==> config.mk <==
export PLATFORM = sky130hd
export DESIGN_NAME = game_man_move_flat
export DESIGN_NICKNAME = d
export VERILOG_FILES = /design/src/rtl/game_man_move_if.sv /design/src/rtl/game_man_move.sv /design/src/flat_wrapper.sv
export SDC_FILE = /design/constraint.sdc
export NUM_CORES = 1
export LEC_CHECK = 0
export ABC_AREA = 0
export CAP_MARGIN = 25
export CORE_ASPECT_RATIO = 0.5
export CORE_UTILIZATION = 35
export CTS_BUF_LIST = sky130_fd_sc_hd__clkbuf_8
export DETAILED_ROUTE_END_ITERATION = 7
export PLACE_DENSITY = 0.72
export SYNTH_ARGS = -nofsm -noshare
export SYNTH_HDL_FRONTEND = slang
export SYNTH_SLANG_ARGS = --single-unit
==> constraint.sdc <==
create_clock -name clk -period 5.9 [get_ports clk]
set_input_delay 1.18 -clock clk [delete_from_list [all_inputs] [get_ports clk]]
set_output_delay 1.18 -clock clk [all_outputs]
set_load 0.005 [all_outputs]
==> src/rtl/game_man_move_if.sv <==
// ---------------------------------------------------------------------------
// game_man_move_if
// Bundles the move-engine data path between the game controller (master) and
// the move engine (slave).
//   game_state       controller -> engine  {floor[63:0], box[63:0], man_row, man_col}
//   cursor           controller -> engine  {cur_row, cur_col} step target
//   game_state_next  engine -> controller  board after one step, same packing
//   result           engine -> controller  1 = man moved this evaluation
// ---------------------------------------------------------------------------
interface game_man_move_if;
    logic [133:0] game_state;
    logic [5:0]   cursor;
    logic [133:0] game_state_next;
    logic         result;

    modport master (
        output game_state,
        output cursor,
        input  game_state_next,
        input  result
    );

    modport slave (
        input  game_state,
        input  cursor,
        output game_state_next,
        output result
    );
endinterface

==> src/rtl/game_man_move.sv <==
// ---------------------------------------------------------------------------
// game_man_move
// Sokoban move engine. Each clock it takes the packed board and a cursor,
// moves the man one cell toward the cursor (horizontal first, vertical as a
// fallback), pushing at most one box, and registers the resulting board.
// Ports:
//   clk   system clock, rising edge
//   rst   asynchronous, active-high reset; clears the registered outputs
//   bus   game_man_move_if.slave: game_state/cursor in,
//         game_state_next/result out (1 clock latency)
// ---------------------------------------------------------------------------
module game_man_move (
    input  logic            clk,
    input  logic            rst,
    game_man_move_if.slave  bus
);

    typedef struct packed {
        logic         ok;
        logic [133:0] st;
    } step_t;

    // Unit step (-1/0/+1) in the direction of a signed coordinate delta.
    function automatic logic signed [3:0] unit_dir(input logic signed [3:0] d);
        if (d == 4'sd0)
            return 4'sd0;
        else if (d[3])
            return -4'sd1;
        else
            return 4'sd1;
    endfunction

    // Attempt one step of the man by (dr, dc). A zero direction is an absent
    // move and never succeeds. Coordinates use 4-bit signed values so that a
    // step off either grid edge sets bit 3 instead of wrapping.
    function automatic step_t try_step(input logic [133:0]      st,
                                       input logic signed [3:0] dr,
                                       input logic signed [3:0] dc);
        step_t             res;
        logic [63:0]       fl;
        logic [63:0]       bx;
        logic signed [3:0] mr;
        logic signed [3:0] mc;
        logic signed [3:0] tr;
        logic signed [3:0] tc;
        logic signed [3:0] br;
        logic signed [3:0] bc;
        logic [5:0]        ti;
        logic [5:0]        bi;
        logic              t_on;
        logic              b_on;

        res.ok = 1'b0;
        res.st = st;
        fl     = st[133:70];
        bx     = st[69:6];
        mr     = $signed({1'b0, st[5:3]});
        mc     = $signed({1'b0, st[2:0]});
        tr     = mr + dr;
        tc     = mc + dc;
        br     = tr + dr;
        bc     = tc + dc;
        ti     = {tr[2:0], tc[2:0]};
        bi     = {br[2:0], bc[2:0]};
        t_on   = !tr[3] && !tc[3] && !((dr == 4'sd0) && (dc == 4'sd0));
        b_on   = !br[3] && !bc[3];

        if (t_on) begin
            if (fl[ti] && !bx[ti]) begin
                res.ok     = 1'b1;
                res.st[5:0] = ti;
            end else if (!fl[ti] && bx[ti] && b_on && fl[bi] && !bx[bi]) begin
                // Push: the vacated box cell becomes floor, the target
                // cell beyond becomes a box.
                fl[ti] = 1'b1;
                bx[ti] = 1'b0;
                fl[bi] = 1'b0;
                bx[bi] = 1'b1;
                res.ok = 1'b1;
                res.st = {fl, bx, ti};
            end
        end
        return res;
    endfunction

    logic signed [3:0] dr_p0;
    logic signed [3:0] dc_p0;
    step_t             prim_p0;
    step_t             sec_p0;
    logic [133:0]      state_p0;
    logic              result_p0;
    logic [133:0]      state_p1;
    logic              result_p1;

    // ---- stage p0: direction choice and step evaluation ----
    assign dr_p0 = $signed({1'b0, bus.cursor[5:3]}) - $signed({1'b0, bus.game_state[5:3]});
    assign dc_p0 = $signed({1'b0, bus.cursor[2:0]}) - $signed({1'b0, bus.game_state[2:0]});

    always_comb begin
        prim_p0   = try_step(bus.game_state, 4'sd0, unit_dir(dc_p0));
        sec_p0    = try_step(bus.game_state, unit_dir(dr_p0), 4'sd0);
        state_p0  = bus.game_state;
        result_p0 = 1'b0;
        if (prim_p0.ok) begin
            state_p0  = prim_p0.st;
            result_p0 = 1'b1;
        end else if (sec_p0.ok) begin
            state_p0  = sec_p0.st;
            result_p0 = 1'b1;
        end
    end

    // ---- stage p1: registered outputs ----
    always_ff @(posedge clk or posedge rst) begin
        if (rst) begin
            state_p1  <= '0;
            result_p1 <= 1'b0;
        end else begin
            state_p1  <= state_p0;
            result_p1 <= result_p0;
        end
    end

    assign bus.game_state_next = state_p1;
    assign bus.result          = result_p1;

endmodule

==> src/flat_wrapper.sv <==
// flat-port wrapper written by rule: the top's interface ports become plain ports
module game_man_move_flat 
  (clk, rst, bus_game_state, bus_cursor, bus_game_state_next, bus_result);
  game_man_move_if bus_i ();
  input  logic clk;
  input  logic rst;
  input wire logic [$bits(bus_i.game_state)-1:0] bus_game_state;
  input wire logic [$bits(bus_i.cursor)-1:0] bus_cursor;
  output wire logic [$bits(bus_i.game_state_next)-1:0] bus_game_state_next;
  output wire logic [$bits(bus_i.result)-1:0] bus_result;
  assign bus_i.game_state = bus_game_state;
  assign bus_i.cursor = bus_cursor;
  assign bus_game_state_next = bus_i.game_state_next;
  assign bus_result = bus_i.result;
  game_man_move u_core (.clk(clk), .rst(rst), .bus(bus_i));
endmodule
# [Word level (Yosys, flattened, before mapping)]
# Cells that the tools add are included.
[totals] ff_bits=135 latchBits=0 ram_bits=0 rom_bits=0 in_bits=142 out_inout_bits=135 word_cells=102 n_memories=0
[classes] n_addsub=6 multipliers=0 div_mod_pow=0 magnitude_cmp=8 n_eq_ne=0 shift=0 muxes=42 bitwise_logic=12 reduce_logical=32
[op_table] op="$mux W135" n=4
[op_table] op="$mux W134" n=2
[op_table] op="$and A64 B64 Y64" n=4
[op_table] op="$mux W128" n=2
[op_table] op="$not A64 Y64" n=4
[op_table] op="$or A64 B64 Y64" n=4
[op_table] op="$bmux W1 S6" n=8
[op_table] op="$lt A6 B7 Y1 const B" n=4
[op_table] op="$demux W1 S6" n=4
[op_table] op="$ge A6 B1 Y1 const B" n=4
[op_table] op="$add A4 B4 Y4" n=4
[op_table] op="$logic_and A1 B1 Y1" n=16
[op_table] op="$logic_not A4 Y1" n=4
[op_table] op="$mux W1" n=16
[op_table] op="$mux W4" n=4
[op_table] op="$logic_not A1 Y1" n=12
[op_table] op="$mux W6" n=2
[op_table] op="$sub A3 B3 Y4" n=2

# [Logic depth before layout (Yosys ltp)]
[logic_depth] word_depth=16 ltp_mapped=30 mapped_depth_nobuf=24

# [Least setup slack after synthesis]
# Ideal clock, no wire load.
[synth_path] kind="in2reg" start="in bus_game_state[1]" end="reg u_core.state_p1[29] (netlist: u_core.bus.game_state_next[29])" setup_time_ps=134 arrival_time_ps=7153 t_required_ps=5766 setup_slack_ps=-1387 path_stages=27 n_path_buf=8 cell_sequence="buf_6 > buf_4 > clkinv_1 > fa_1 > xor2_1 > nor3b_1 > and2_1 > inv_1 > ha_1 > fa_1 > buf_2 > inv_1 > clkbuf_1 > fa_1 > xnor2_1 > buf_2 > mux4_2 > nand3b_1 > a31oi_1 > and4b_1 > and3_1 > buf_4 > or4_1 > buf_2 > buf_6 > o22ai_2 > o21ai_0"
[synth_between] elab_chain_len=15 word_cells_on_any_way=79 classes_between="add/sub: 3; order compare: 8; mux: 36; bitwise: 6; reduce/logical: 26"
[synth_rtl] item="start, declared" line_no="flat_wrapper.sv:7" text="input wire logic [$bits(bus_i.game_state)-1:0] bus_game_state;"
[synth_rtl] item="parallel branches: the longest is 14 deep, another holds $lt A6 B7 Y1"
[synth_rtl] item="$mux W134 *" line_no="game_man_move.sv:104" text="if (prim_p0.ok) begin"
[synth_rtl] item="named net u_core.state_p0[29]" line_no="game_man_move.sv:90" text="logic [133:0] state_p0;"
[synth_rtl] item="end signal, assigned" line_no="game_man_move.sv:119" text="state_p1 <= state_p0;"
[synth_rtl] item="end, declared" line_no="game_man_move.sv:92" text="logic [133:0] state_p1;"
# Mark *: on every way through the listed nets, which the timed path passes. The select of a mux whose other input is x is not followed.

# [Final worst setup path]
[layout_path] start="in bus_cursor[0]" end="reg u_core.state_p1[31] (netlist: u_core.bus.game_state_next[31])"
[layout_between] elab_chain_len=15 word_cells_on_any_way=45 classes_between="add/sub: 3; order compare: 4; mux: 19; bitwise: 3; reduce/logical: 16"
[layout_rtl] item="start, declared" line_no="flat_wrapper.sv:8" text="input wire logic [$bits(bus_i.cursor)-1:0] bus_cursor;"
[layout_rtl] item="$sub A3 B3 Y4 *" line_no="game_man_move.sv:97" text="assign dc_p0 = $signed({1'b0, bus.cursor[2:0]}) - $signed({1'b0, bus.game_state[2:0]});"
[layout_rtl] item="$logic_not A4 Y1 / $mux W4 (equally long branches)" line_no="game_man_move.sv:25, game_man_move.sv:27"
[layout_rtl] item="$mux W4 *" line_no="game_man_move.sv:25" text="if (d == 4'sd0)"
[layout_rtl] item="parallel branches: the longest is 10 deep, another holds $lt A6 B7 Y1"
[layout_rtl] item="$mux W135 *" line_no="game_man_move.sv:68" text="if (t_on) begin"
[layout_rtl] item="$mux W134 *" line_no="game_man_move.sv:104"
[layout_rtl] item="named net u_core.state_p0[31]" line_no="game_man_move.sv:90"
# Marked as above.

==> impl_metrics.yaml <==
run_status:
  status: "finished with violations"
  violations: "setup timing"
detailed_routing:
  vias: 12876
  totalWireLength_um: 60940
  drt_iter0_markers: 2028
  drtPass1Iterations: 8
  routedWlPerCell_um: 30.62
  viasPerCell: 6.470
  ant_nets: 0
  drcViolationCount: 0
final_layout:
  fin_cells: 1990
  areaGrowthSynthToFinish_pct: 61.70
  antenna_cells: 0
  fillers: 2565
  final_cell_mix: "266 x clkdlybuf4s50_1, 216 x buf_4, 135 x dfrtp_1, 104 x nand2_1, 78 x inv_1"
  fin_util_pct: 57.66
  mostFrequentLayoutCell: "clkdlybuf4s50_1"
  design_area_um2: 16760
  fin_nets: 1752
  drive_above_1_share_pct: 30.46
grt:
  first_global_vias: 12225
  grt_max_degree: 64
  grt_first_pass_wirelength_um: 83350
  grt_overflow: 0
  grt.total_usage_pct: 38.74
  grt_antenna_before_repair: 3
cts:
  cts_tree: "done"
  numCtsBuffers: 17
  htree_levels: 4
  path_clk_slew_ns: 0.09
  clockRootBuffer: "clkbuf_8"
  cts.sinks: 135
  holdBufCountCts: 0
  max-clock-path-buffers: 2
placed_design:
  placed_cells: 1904
  gp_congestion: 1.080
  dp_hpwl_um: 46720
  io_buffers: 276
  dpl_cell_area_um2: 15040
sta:
  slew_violations: 0
  setup_viol_count_final: 121
  layout_setup_ws_ns: -0.2008
  tns_ns: -11.81
  rsz0062_at_grt: "yes"
  whs_ns: 1.154
  fmax_mhz: 163.9
  worst_slew_margin_rel_pct: 25.48
  tightest_slew_ns: 1.118
  post-route-period-util_pct: 103.4
  hold_viol: 0
  layout_min_cycle_time_ns: 6.101
logic_synthesis:
  syn_nets: 1282
  yosys_register_bits: 135
  avgSynthCellArea_um2: 9.288
  synth_cell_types: 77
  netlist_area_um2: 10360
  synth-edff-count: 0
  synth_flop_cell: "dfrtp_1"
  ys_seq_area_share_pct: 32.59
  synth_warnings: 0
  async_flop_share_pct: 100.0
  synthCells: 1116
run:
  cap_violations: 0
critical_path:
  cp.depth: 27
  cp_max_fo: 8
  cp_num_buf_inv: 9
  critPathLaunchType: "input pin"
  end_kind: "register"
  cpMostUsedCell: "inv_4"
  required_ns: 6.29
  crit_type: "input pin to register"
  cp_top_family: "adder cells"
  critical_path_arrival_ns: 6.49
  cp_slowest_cell: "fa_2"
  max_stage_delay_ns: 0.56
floorplan:
  die_h_um: 123.7
  die_w_um: 245.4
  initial_utilization_pct: 35.66
  core_area_um2: 29070
  io_pins: 277
  rows: 44
  die_area_um2: 30350
power:
  powerDensity_nw_per_um2: 271.7
  leakagePower_nw: 7.010
  ir_drop_uv: 163.8
worst_hold_path:
  hp-class: "input pin to asynchronous set/reset pin"
-- cells by family (layout without fill, tap and decap cells) --
kind of cell / Yosys count / after routing / share of synthesized area [%]
fa+ha+maj: 24 / 24 / 3.332
mux: 89 / 89 / 13.16
buf+inv: 175 / 657 / 7.327
simple gates: 303 / 304 / 14.32
flops: 135 / 135 / 32.59
xor+xnor: 13 / 13 / 1.243
compound gates: 377 / 377 / 28.03
-- final timing paths --
check / from / end / slack, ns
min: rst / u_core.bus.game_state_next[83] / 1.15
min in group clk: bus_game_state[4] / u_core.bus.game_state_next[4] / 1.27
max in group asynchronous: rst / u_core.bus.game_state_next[133] / 3.47
max: bus_cursor[0] / u_core.bus.game_state_next[31] / -0.20
-- synthesized netlist by cell type (all sizes together) (10+ instances only) --
cell	count	area, um^2
nor3	20	100.1
inv	89	334.1
o221ai	12	105.1
and3	12	75.07
or3	11	68.82
clkbuf	34	127.6
nand3	43	215.2
nand2	106	397.9
o22ai	42	325.3
nor2	54	202.7
dfrtp	135	3378
a31oi	13	81.33
a32oi	54	473.0
a21oi	23	115.1
and2	10	62.56
a21o	14	105.1
o21a	40	300.3
mux2i	44	440.4
o21ai	51	255.2
ha	18	225.2
mux4	37	833.3
a32o	28	280.3
buf	49	286.5
nand2b	13	81.33
-- state kept, by name (all words and copies together) (netlist names) --
signal                      count
u_core.bus.result               1
u_core.bus.game_state_next    134
-- power by group --
group          switching (mW)  internal [mW]  total, mW
clock                   0.428          0.397      0.825
sequential             0.0197          0.987       1.01
combinational            1.54           1.18       2.72
-- what timing repair did --
action,4_1_cts,5_1_grt
gates cloned,2,4
endpoints found under the hold margin,0,0
endpoints found under the setup margin,135,131
pin swaps,33,29
resized for setup,93,99
setup buffers,39,9
-- through the flow --
stage	power, mW	worst slack (ns)
finish	4.554	-0.2008
global route	4.658	-0.3114
CTS	4.294	-0.09917
detailed placement	3.206	-1.631
global placement	3.201	-1.594
floorplan	2.065	-0.7457
-- final cells by class --
| type | instances | area, um^2 | share of cell area (%) |
|---|---|---|---|
| well taps | 391 | 489.2 | 2.919 |
| inverters | 92 | 376.6 | 2.247 |
| repair buffers | 533 | 4987 | 29.76 |
| flip-flops and latches | 135 | 3378 | 20.16 |
| clock inverters | 14 | 165.2 | 0.9854 |
| multi-input cells | 807 | 7116 | 42.46 |
| clock buffers | 18 | 247.7 | 1.478 |
-- layer usage --
layer / vias to the layer above / wire (um) / global-route usage [%]
met5: - / 24 / 0
met1: 6368 / 24030 / 51.97
met3: 202 / 9873 / 17.39
met2: 1066 / 24720 / 55.07
li1: 5236 / - / -
met4: 4 / 2297 / 12.73
(Power assumes the default switching activity.)
